### config.mk
export PLATFORM = sky130hd
export DESIGN_NAME = bs_byte_streamer
export DESIGN_NICKNAME = d
export VERILOG_FILES = /design/src/rtl/bs_stream_pkg.sv /design/src/rtl/bs_start_code_scan.sv /design/src/rtl/bs_byte_streamer.sv
export SDC_FILE = /design/constraint.sdc
export NUM_CORES = 1
export LEC_CHECK = 0
export ABC_AREA = 1
export ABC_CLOCK_PERIOD_IN_PS = 13700
export CAP_MARGIN = 25
export CORE_UTILIZATION = 25
export CTS_CLUSTER_DIAMETER = 50
export DETAILED_ROUTE_END_ITERATION = 8
export PLACE_DENSITY = 0.44
export SYNTH_ARGS = -nofsm -noshare
export SYNTH_HDL_FRONTEND = slang
export SYNTH_HIERARCHICAL = 1
export SYNTH_SLANG_ARGS = --single-unit
### constraint.sdc
create_clock -name clk -period 13.7 [get_ports clk]
set_input_delay 3.425 -clock clk [delete_from_list [all_inputs] [get_ports clk]]
set_output_delay 3.425 -clock clk [all_outputs]
set_load 0.01 [all_outputs]
### src/rtl/bs_stream_pkg.sv
// Shared types and byte constants for the Annex-B byte streamer.
package bs_stream_pkg;

    typedef enum logic [2:0] {
        SCAN_HEAD0,
        SCAN_HEAD1,
        SCAN_HEAD2,
        SCAN_IN_FRAME,
        SCAN_JUDGE0,
        SCAN_JUDGE1
    } scan_state_e;

    typedef enum logic [1:0] {
        TOP_IDLE,
        TOP_RUN,
        TOP_DONE
    } top_state_e;

    localparam logic [7:0] SC_ZERO = 8'h00;
    localparam logic [7:0] SC_ONE  = 8'h01;
    localparam logic [7:0] SC_EPB  = 8'h03;

endpackage

### src/rtl/bs_start_code_scan.sv
// Start-code / emulation-prevention scanner; judges the byte at the head of the
// buffer combinationally and advances only when that byte is consumed.
module bs_start_code_scan
    import bs_stream_pkg::*;
#(
    parameter bit STRIP_EPB = 1'b0
) (
    input  logic       clk,
    input  logic       rst,
    input  logic       clear,
    input  logic [7:0] cur_byte,
    input  logic       consume,
    output logic       nal_start,
    output logic       frame_close,
    output logic       drop,
    output logic       frame_started
);

    scan_state_e state_q, state_d;
    logic        started_q;

    assign frame_started = started_q;

    always_ff @(posedge clk or posedge rst) begin
        if (rst) begin
            state_q   <= SCAN_HEAD0;
            started_q <= 1'b0;
        end else if (clear) begin
            state_q   <= SCAN_HEAD0;
            started_q <= 1'b0;
        end else if (consume) begin
            state_q <= state_d;
            if (state_q == SCAN_HEAD2 && cur_byte == SC_ONE) begin
                started_q <= 1'b1;
            end
        end
    end

    always_comb begin
        state_d     = state_q;
        nal_start   = 1'b0;
        frame_close = 1'b0;
        drop        = 1'b0;
        case (state_q)
            SCAN_HEAD0: begin
                if (cur_byte == SC_ZERO) state_d = SCAN_HEAD1;
            end
            SCAN_HEAD1: begin
                state_d = (cur_byte == SC_ZERO) ? SCAN_HEAD2 : SCAN_HEAD0;
            end
            SCAN_HEAD2: begin
                if (cur_byte == SC_ONE) begin
                    state_d   = SCAN_IN_FRAME;
                    nal_start = 1'b1;
                end else if (cur_byte != SC_ZERO) begin
                    state_d = SCAN_HEAD0;
                end
            end
            SCAN_IN_FRAME: begin
                if (cur_byte == SC_ZERO) state_d = SCAN_JUDGE0;
            end
            SCAN_JUDGE0: begin
                state_d = (cur_byte == SC_ZERO) ? SCAN_JUDGE1 : SCAN_IN_FRAME;
            end
            SCAN_JUDGE1: begin
                // A zero run of any length keeps us here until the deciding byte.
                if (cur_byte == SC_ZERO) begin
                    state_d = SCAN_JUDGE1;
                end else begin
                    state_d = SCAN_IN_FRAME;
                    if (cur_byte == SC_ONE) begin
                        nal_start   = 1'b1;
                        frame_close = 1'b1;
                    end else if (STRIP_EPB && cur_byte == SC_EPB) begin
                        drop = 1'b1;
                    end
                end
            end
            default: state_d = SCAN_HEAD0;
        endcase
    end

endmodule

### src/rtl/bs_byte_streamer.sv
// Serialises wide Annex-B beats into a byte stream, counting frames and
// optionally stripping emulation-prevention bytes; stops after FRAME_LIMIT frames.
module bs_byte_streamer
    import bs_stream_pkg::*;
#(
    parameter int IN_BYTES    = 16,
    parameter int FRAME_LIMIT = 1,
    parameter bit STRIP_EPB   = 1'b0,
    parameter int CNT_W       = 16,
    localparam int NB_W       = $clog2(IN_BYTES + 1),
    localparam int DW         = 8 * IN_BYTES
) (
    input  logic             clk,
    input  logic             rst,
    input  logic             start,
    input  logic [DW-1:0]    in_data,
    input  logic [NB_W-1:0]  in_nbytes,
    input  logic             in_last,
    input  logic             in_vld,
    output logic             in_rdy,
    output logic [7:0]       out_byte,
    output logic             out_vld,
    input  logic             out_rdy,
    output logic             nal_start,
    output logic             frame_started,
    output logic [CNT_W-1:0] frame_cnt,
    output logic [CNT_W-1:0] epb_cnt,
    output logic             done,
    output logic             eos_early
);

    localparam logic [CNT_W-1:0] LIMIT_M1 = CNT_W'(FRAME_LIMIT - 1);

    top_state_e      state_q, state_d;
    logic [DW-1:0]   buf_q;
    logic [NB_W-1:0] cnt_q;
    logic            last_q;

    logic run, has_byte, byte_hs, consume, load, arm;
    logic limit_hit, stream_end, term;
    logic scan_nal, scan_close, scan_drop, scan_started;

    // Handshakes: a transfer happens on a rising edge where valid and ready are
    // both high; valid never waits for ready and, once raised, holds with its
    // data until accepted.
    assign run      = (state_q == TOP_RUN);
    assign has_byte = run & (cnt_q != '0);
    assign out_byte = buf_q[DW-1 -: 8];
    assign out_vld  = has_byte & ~scan_drop;
    assign byte_hs  = out_vld & out_rdy;
    assign consume  = has_byte & (scan_drop | out_rdy);

    assign limit_hit  = (FRAME_LIMIT != 0) & byte_hs & scan_close & (frame_cnt == LIMIT_M1);
    assign stream_end = consume & last_q & (cnt_q == NB_W'(1));
    assign term       = limit_hit | stream_end;

    // The buffer refills only once drained, so in_rdy never looks at in_vld.
    assign in_rdy = run & ~term & ((cnt_q == '0) | ((cnt_q == NB_W'(1)) & byte_hs));
    assign load   = in_vld & in_rdy;
    assign arm    = start & (state_q != TOP_RUN);

    assign nal_start     = byte_hs & scan_nal;
    assign frame_started = run & scan_started;

    bs_start_code_scan #(
        .STRIP_EPB(STRIP_EPB)
    ) u_scan (
        .clk          (clk),
        .rst          (rst),
        .clear        (arm),
        .cur_byte     (out_byte),
        .consume      (consume),
        .nal_start    (scan_nal),
        .frame_close  (scan_close),
        .drop         (scan_drop),
        .frame_started(scan_started)
    );

    always_ff @(posedge clk or posedge rst) begin
        if (rst) begin
            state_q <= TOP_IDLE;
        end else begin
            state_q <= state_d;
        end
    end

    always_comb begin
        state_d = state_q;
        case (state_q)
            TOP_IDLE: if (start) state_d = TOP_RUN;
            TOP_RUN:  if (term)  state_d = TOP_DONE;
            TOP_DONE: if (start) state_d = TOP_RUN;
            default:  state_d = TOP_IDLE;
        endcase
    end

    always_ff @(posedge clk or posedge rst) begin
        if (rst) begin
            buf_q     <= '0;
            cnt_q     <= '0;
            last_q    <= 1'b0;
            frame_cnt <= '0;
            epb_cnt   <= '0;
            done      <= 1'b0;
            eos_early <= 1'b0;
        end else if (arm) begin
            buf_q     <= '0;
            cnt_q     <= '0;
            last_q    <= 1'b0;
            frame_cnt <= '0;
            epb_cnt   <= '0;
            done      <= 1'b0;
            eos_early <= 1'b0;
        end else begin
            if (load) begin
                buf_q  <= in_data;
                cnt_q  <= in_nbytes;
                last_q <= in_last;
            end else if (term) begin
                // Whatever is left of the beat after the terminating byte is discarded.
                cnt_q <= '0;
            end else if (consume) begin
                buf_q <= buf_q << 8;
                cnt_q <= cnt_q - 1'b1;
            end
            if (byte_hs && scan_close && frame_cnt != '1) begin
                frame_cnt <= frame_cnt + 1'b1;
            end
            if (consume && scan_drop && epb_cnt != '1) begin
                epb_cnt <= epb_cnt + 1'b1;
            end
            if (term) begin
                done      <= 1'b1;
                eos_early <= stream_end & ~limit_hit & (FRAME_LIMIT != 0);
            end
        end
    end

endmodule

# [Yosys cells after proc, flatten, opt, wreduce, memory -nomap -nowiden]
# Cells that the tools add are included.
# W data, S select, Z words.
[word_totals] reg_bits=158 inputBits=139 out_inout_bits=46 word_cells=104
[op_classes] add_sub_neg=2 eq_ne=17 mux=35 bitwise_logic=18 n_reduce_logical=23
[op_table] operator="$mux W128" n=4
[op_table] operator="$mux W16" n=2
[op_table] operator="$mux W3" n=7
[op_table] operator="$mux W5" n=4
[op_table] operator="$add A16 B1 Y16 const B" n=1
[op_table] operator="$logic_not A16 Y1" n=1
[op_table] operator="$ne A16 B16 Y1 const B" n=1
[op_table] operator="$pmux W3 S5" n=1
[op_table] operator="$and A1 B1 Y1" n=14
[op_table] operator="$mux W1" n=12
[op_table] operator="$reduce_bool A2 Y1" n=5
[op_table] operator="$eq A8 B1 Y1 const B" n=1
[op_table] operator="$logic_not A8 Y1" n=1
[op_table] operator="$reduce_bool A8 Y1" n=1
[op_table] operator="$eq A3 B2 Y1 const B" n=2
[op_table] operator="$eq A3 B3 Y1 const B" n=2
[op_table] operator="$mux W2" n=3
[op_table] operator="$ne A2 B1 Y1 const B" n=3
[op_table] operator="$ne A3 B2 Y1 const B" n=2
[op_table] operator="$reduce_and A2 Y1" n=3
[op_table] operator="$eq A5 B1 Y1 const B" n=1
[op_table] operator="$logic_not A5 Y1" n=1
[op_table] operator="$reduce_bool A5 Y1" n=1
[op_table] operator="$sub A5 B1 Y5 const B" n=1
[op_table] operator="16 further kinds" n=21

# [Logic depth before layout (Yosys ltp)]
# Gate-level depths: netlist of run 1.
[depth] ltp_word=13 depth_mapped=16 depth_no_buf=14

# [By module]
# Netlist of run 1, hierarchy kept.
[modules_own_cells] mod="bs_byte_streamer" instances=1 cells_per_inst=1332 area_each_um2=9586.7 seq_area_each_um2=4254.1
[modules_own_cells] mod="bs_start_code_scan" instances=1 cells_per_inst=59 area_each_um2=362.8 seq_area_each_um2=100.1

# [Least setup slack after synthesis of run 1]
# Ideal clock, no wire load.
[synth_timing] path_type="input port to output port" start="in out_rdy" end="out in_rdy" arrival_ps=4357 required_time_ps=10275 setup_slack_ps=5918 stages=9 path_buffers=2 path_cell_list="inv_1 -> nand2_1 -> nand4_1 -> nor2_1 -> inv_1 -> nand3_1 -> nor2_4 -> buf_6 -> buf_2"
[synth_via] elab_chain_len=7 elab_cells_between_ends=11 cone_classes="bitwise: 11"
[synth_rtl] element="start: declaration" line="bs_byte_streamer.sv:23" rtl="input logic out_rdy,"
[synth_rtl] element="$and A1 B1 Y1 (*)" line="bs_byte_streamer.sv:50, bs_byte_streamer.sv:51"
[synth_rtl] element="$and A1 B1 Y1 (on tied branches) (2 in series)" line="bs_byte_streamer.sv:53, bs_byte_streamer.sv:54"
[synth_rtl] element="$or A1 B1 Y1" line="bs_byte_streamer.sv:55" rtl="assign term = limit_hit | stream_end;"
[synth_rtl] element="$not A1 Y1" line="bs_byte_streamer.sv:58" rtl="assign in_rdy = run & ~term & ((cnt_q == '0) | ((cnt_q == NB_W'(1)) & byte_hs));"
[synth_rtl] element="$and A1 B1 Y1" line="bs_byte_streamer.sv:58"
[synth_rtl] element="$and A1 B1 Y1 (*)" line="bs_byte_streamer.sv:58"
[synth_rtl] element="end: declaration" line="bs_byte_streamer.sv:20" rtl="output logic in_rdy,"
# Every way passes the cells marked *; elsewhere a longest branch is shown, timed or not.

# [Worst setup path after layout of run 1]
# Ends and elaborated chain as after synthesis.

==> results.toml, run 1 <==
[yosys]
syn_nets = 1536
synth_ff_type = "dfrtp_1"
yosysTopAreaCell = "dfrtp_1"
syn_avg_cell_area_sq_um = 7.15
ys_ff_latch = 174
ys_warn_count = 6
synthArstFlopShare_pct = 100
synthCells = 1391
yosysUniqueCellTypes = 40
synth-seq-area-share_pct = 43.8
yosysMostFrequentCell = "nand2_1"
ys_top_cells_by_area = "dfrtp_1 (44%), nand2_1 (22%), nand4_1 (8.6%)"
synthTopCellsByCount = "nand2_1 (574), dfrtp_1 (174), nand3_1 (160), nand4_1 (137), inv_1 (67)"
synth-edff-count = 0
yosys.area.top_type_share_pct = 43.8
netlist_area_sq_um = 9950

[floorplan]
die_area_sq_um = 40600
initial_core_util_pct = 25.6
chipHeight_microns = 201
num_rows = 72
io_pins = 185
die_x_microns = 201
coreArea_sq_um = 38900

[clocking]
clk_latency_ps = 460
clockRootBuffer = "clkbuf_16"
numCtsBuffers = 17
cts.repair.resized = 0
tritoncts = "done"
cts.reportedPaths.clkPinSlew_ps = 70
clock_path_buffers = 2
cts_sinks = 174
post_cts_buffers = 0
ctsHtreeMaxLevel = 4
cts_hold_buf = 0

[sta]
hold_viol_final = 0
rsz0062_at_grt = "no"
worst_pin_slew_ps = 1010
layout_worst_path_cycle_share_pct = 67.1
clock_skew_ps = 17.8
setup_ws_ps = 4510
max_slew_margin_pct = 32.7
setup_viol = 0
max_freq_mhz = 109
final.min_clock_period_ps = 9190
fin_tns_setup_ps = 0
slew_violations = 0

[global_route]
grt_pass1_vias = 9240
antenna_found_initial = 1
grt_pass1_wl_microns = 51700
gr-usage-all-layers_pct = 16.0
grt_overflow = 0
grt_max_degree = 103

[detailed_routing]
met3_length_microns = 1390
wl_met1_microns = 15900
wl_microns = 32100
routed.top_layer = "met5"
route.detailed.drc = 0
viasPerCell = 4.67
ant_nets = 0
via_count = 9475
firstDrtPassIters = 5
route.met2.wl_microns = 14300
initialDrtViolationCount = 667
avgRoutedWirePerCell_microns = 15.8

[worst_setup_path]
crit_start = "out_rdy"
critPathKind = "in2out"
r2r_slack_ps = 9810
crit_fanout = 58
cp.arrival_ps = 5770
worstReg2RegEnd = "buf_q[110]$_DFFE_PP0P_"
r2r_start = "cnt_q[0]$_DFFE_PP0P_"
timing.critical_path.to_type = "primary output"
crit_path_start_kind = "primary input"
required_ps = 10270
r2r_cells = 13
crit_end = "in_rdy"

[power]
powerDensity_nw_per_um2 = 177
leakagePower_nw = 6.32
vdd_drop_max_v = 0.0000882

[placed_design]
port_buffers = 184
dp_hpwl_microns = 20000
dp_slack_ps = 4500
gp_congestion = 0.795

[finish]
nets = 1642
ff_latch_area_sq_um = 4350
drive_above_1_share_pct = 4.90
multi_input_comb_area_sq_um = 4770
synthToLayoutAreaGrowth_pct = 26.9
n_fill_cell = 4295
diodes = 0

[hold_path]
hold_class = "reg2reg"

[run_status]
status = "complete, no violations"

[run]
max_cap_violations = 0
## per-layer routing
metal	GRT usage [%]	up-vias
met4	4.73	2
li1	-	4792
met2	23.9	181
met1	23.1	4470
met3	3.50	30
met5	0	-
## kinds of logic after synthesis
family / synth area share [%]
AO/OA/AOI/OAI: 3.62
AND/OR/NAND/NOR: 43.0
buffers and inverters: 8.43
adder cells (fa/ha/maj): 0.755
other: 0.0377
flip-flops: 43.8
XOR/XNOR: 0.352
## area by class of cell
| class | instances | share of cell area (%) |
|---|---|---|
| inverters | 72 | 2.22 |
| well taps | 518 | 5.13 |
| flip-flops and latches | 174 | 34.5 |
| repair buffers | 198 | 15.7 |
| multi-input cells | 1034 | 37.8 |
| clock inverters | 15 | 1.31 |
| clock buffers | 17 | 3.37 |
## sequential cells by signal (all words and copies together), names as in the netlist
signal and flops:
done 1, last_q 1, eos_early 1, cnt_q 5, buf_q 128, u_scan/frame_started 1
frame_cnt 16, u_scan/state_q 3, state_q 2, epb_cnt 16
## placed cells by master, fill, tap and decap left out, drive strengths merged
cell type	n
clkdlybuf4s50	183
bufinv	1
nand3	161
ha	6
clkinv	5
a22oi	1
nand4	139
nor4	1
o21a	2
o21ai	31
o31ai	3
xnor2	2
buf	15
nand3b	2
a211oi	1
xor2	2
clkbuf	17
nand2	575
nor2	59
a21oi	21
dfrtp	174
nor3	22
a31oi	1
o211a	1
o211ai	1
or2	1
conb	1
and3	1
inv	81
## report_power, final
| part | switching [mW] | total [mW] | internal [mW] |
|---|---|---|---|
| combinational | 0.634 | 0.955 | 0.321 |
| clock | 0.249 | 0.510 | 0.261 |
| sequential | 0.106 | 0.772 | 0.666 |
| total | 0.990 | 2.24 | 1.25 |
## through the flow
stage               util [%]  hold WS, ps  instances  area, sq um  total power [mW]
floorplan                  -          465       1391         9950              1.48
global placement        30.8          505       1994        12000              1.74
detailed placement      30.8          502       1994        12000              1.75
CTS                     32.3          519       2026        12600              2.27
global route            32.4          548       2028        12600              2.44
finish                  32.4          511       2028        12600              2.24
## worst max-delay path, cell delays in order
cell	delay, ps
clkdlybuf4s50_1	460
inv_1	110
nand2_1	60
nand4_1	80
nor2_1	70
inv_1	80
nand3_1	140
nor2_4	110
buf_4	540
clkdlybuf4s50_1	660
## worst min-delay path by stage
stage | start | slack (ps) | to | cells after the start
4_1_cts | cnt_q[1]$_DFFE_PP0P_ | 520 | cnt_q[1]$_DFFE_PP0P_ | 2
3_3_place_gp | cnt_q[1]$_DFFE_PP0P_ | 500 | cnt_q[1]$_DFFE_PP0P_ | 2
5_1_grt | buf_q[61]$_DFFE_PP0P_ | 550 | buf_q[61]$_DFFE_PP0P_ | 2
3_5_place_dp | cnt_q[1]$_DFFE_PP0P_ | 500 | cnt_q[1]$_DFFE_PP0P_ | 2
6_report | cnt_q[1]$_DFFE_PP0P_ | 510 | cnt_q[1]$_DFFE_PP0P_ | 2
2_1_floorplan | cnt_q[1]$_DFFE_PP0P_ | 460 | cnt_q[1]$_DFFE_PP0P_ | 2
Note: power is estimated with default switching activity, not from simulation.
==> run 2: changes to the inputs <==
ABC_CLOCK_PERIOD_IN_PS = 8600   (was 13700)
clock period = 8.6 ns   (was 13.7 ns; I/O delays follow)
==> results.toml, run 2 (same netlist as run 1, synthesis figures left out) <==
[worst_setup_path]
slowest_delay_ps = 520
crit_family = "buffers and inverters"
cp.arrival_ps = 3920
crit_chain = "clkdlybuf4s50_1 -> inv_1 -> nand2_1 -> nand4_1 -> nor2_1 -> inv_1 -> nand3_1 -> nor2_4 -> clkdlybuf4s50_1"
cpMaxStageDelayCell = "clkdlybuf4s50_1"
crit_fanout = 3
crit_path_start_kind = "primary input"
required_ps = 6450
timing.critical_path.to_type = "primary output"
crit_start = "out_rdy"
r2r_slack_ps = 4930
critPathKind = "in2out"
r2r_start = "cnt_q[0]$_DFFE_PP0P_"
critical_path_buf_inv_count = 4

[placed_design]
dp_hpwl_microns = 20300
placed_cells = 1994
place_area_sq_um = 12000
port_buffers = 184
gp_congestion = 0.790

[finish]
finalCoreUtilization_pct = 32.3
final_cell_count_no_fill = 2027
largest_reg_flops = 128
drive_above_1_share_pct = 4.71
design_area_sq_um = 12600
top_regs = "buf_q x128, epb_cnt x16, frame_cnt x16"
layout_commonest_cell = "nand2_1"
diodes = 0
top_register = "buf_q"
synthToLayoutAreaGrowth_pct = 26.4
nets = 1642
final_cell_mix = "nand2_1 (574), clkdlybuf4s50_1 (183), dfrtp_1 (174), nand3_1 (160), nand4_1 (137)"

[sta]
fin_tns_setup_ps = 0
layout_worst_path_cycle_share_pct = 70.6
max_slew_margin_pct = 27.3
clock_skew_ps = 14.3
max_freq_mhz = 165
slew_violations = 0
hold_viol_final = 0
final.min_clock_period_ps = 6070
worst_pin_slew_ps = 1090
setup_viol = 0
rsz0062_at_grt = "no"

[clocking]
clockRootBuffer = "clkbuf_16"
cts.repair.resized = 0
clk_latency_ps = 450
numCtsBuffers = 17
cts.reportedPaths.clkPinSlew_ps = 60
tritoncts = "done"
cts_hold_buf = 0
clock_path_buffers = 2
post_cts_buffers = 0
ctsHtreeMaxLevel = 4
cts_sinks = 174

[floorplan]
io_pins = 185
die_x_microns = 201
initial_core_util_pct = 25.6
die_area_sq_um = 40600
num_rows = 72
chipHeight_microns = 201
coreArea_sq_um = 38900

[hold_path]
min_from = "buf_q[1]$_DFFE_PP0P_"
hold_class = "reg2reg"

[global_route]
grt_overflow = 0
grt_pass1_vias = 9370
grt_max_degree = 114
antenna_found_initial = 2
gr-usage-all-layers_pct = 16.0
grt_pass1_wl_microns = 52000

[power]
leakagePower_nw = 6.29
total_power_mw = 3.53
vdd_drop_max_v = 0.000141
powerDensity_nw_per_um2 = 281

[detailed_routing]
wl_microns = 32200
initialDrtViolationCount = 624
avgRoutedWirePerCell_microns = 15.9
viasPerCell = 4.68
firstDrtPassIters = 6
via_count = 9495
route.detailed.drc = 0
ant_nets = 0

[run_status]
status = "complete, no violations"

[run]
max_cap_violations = 0
==> run 2: cell count changes in the layout (fill, tap and decap cells not counted), sizes merged <==
cell      before  now
inv           81   76
clkbuf        17   21
bufinv         1    0
clkinvlp       0    1
==> run 2: area by class of cell <==
| type | instances | area, sq um |
|---|---|---|
| sequential | 174 | 4350 |
| tap | 518 | 648 |
| fill | 4299 | 26300 |
| clock inverter | 10 | 78.8 |
| inverter | 72 | 280 |
| timing repair buffer | 198 | 1980 |
| multi-input combinational | 1034 | 4770 |
| clock buffer | 21 | 460 |
==> run 2: through the flow <==
stage | hold slack (ps) | setup WS (ps)
after CTS | 520 | 2510
after detailed placement | 505 | 2520
after global routing | 545 | 2380
after floorplan | 465 | 1850
final | 516 | 2530
after global placement | 503 | 2530
==> run 2: path summary, 6_finish.rpt <==
path | endpoint | cells past startpoint
worst max-delay path | in_rdy | 9
worst min-delay path | buf_q[1]$_DFFE_PP0P_ | 2
worst max register to register | buf_q[77]$_DFFE_PP0P_ | 14
worst min register to register | buf_q[1]$_DFFE_PP0P_ | 2
max in group asynchronous | epb_cnt[12]$_DFFE_PP0P_ | 3
min in group asynchronous | u_scan/state_q[1]$_DFFE_PP0P_ | 2
==> run 2: metal layers <==
metal | GRT usage (%) | vias to the layer above | share of wire [%]
met4 | 4.30 | 4 | 1.1
met3 | 2.93 | 22 | 4.0
met2 | 24.6 | 180 | 44
li1 | - | 4786 | -
met5 | 0 | - | 0.084
met1 | 22.7 | 4503 | 50
==> run 2: power breakdown <==
group,internal (mW),switching (mW)
clock network,0.389,0.360
registers,1.06,0.172
logic,0.530,1.02
total,1.98,1.56
==> run 2: worst register-to-register path, delay by kind of cell (launching register included) <==
family	cells	cell delay, ps
simple gates	7	1270
flops	1	420
compound gates	2	880
fa+ha+maj	1	140
buf+inv	4	920
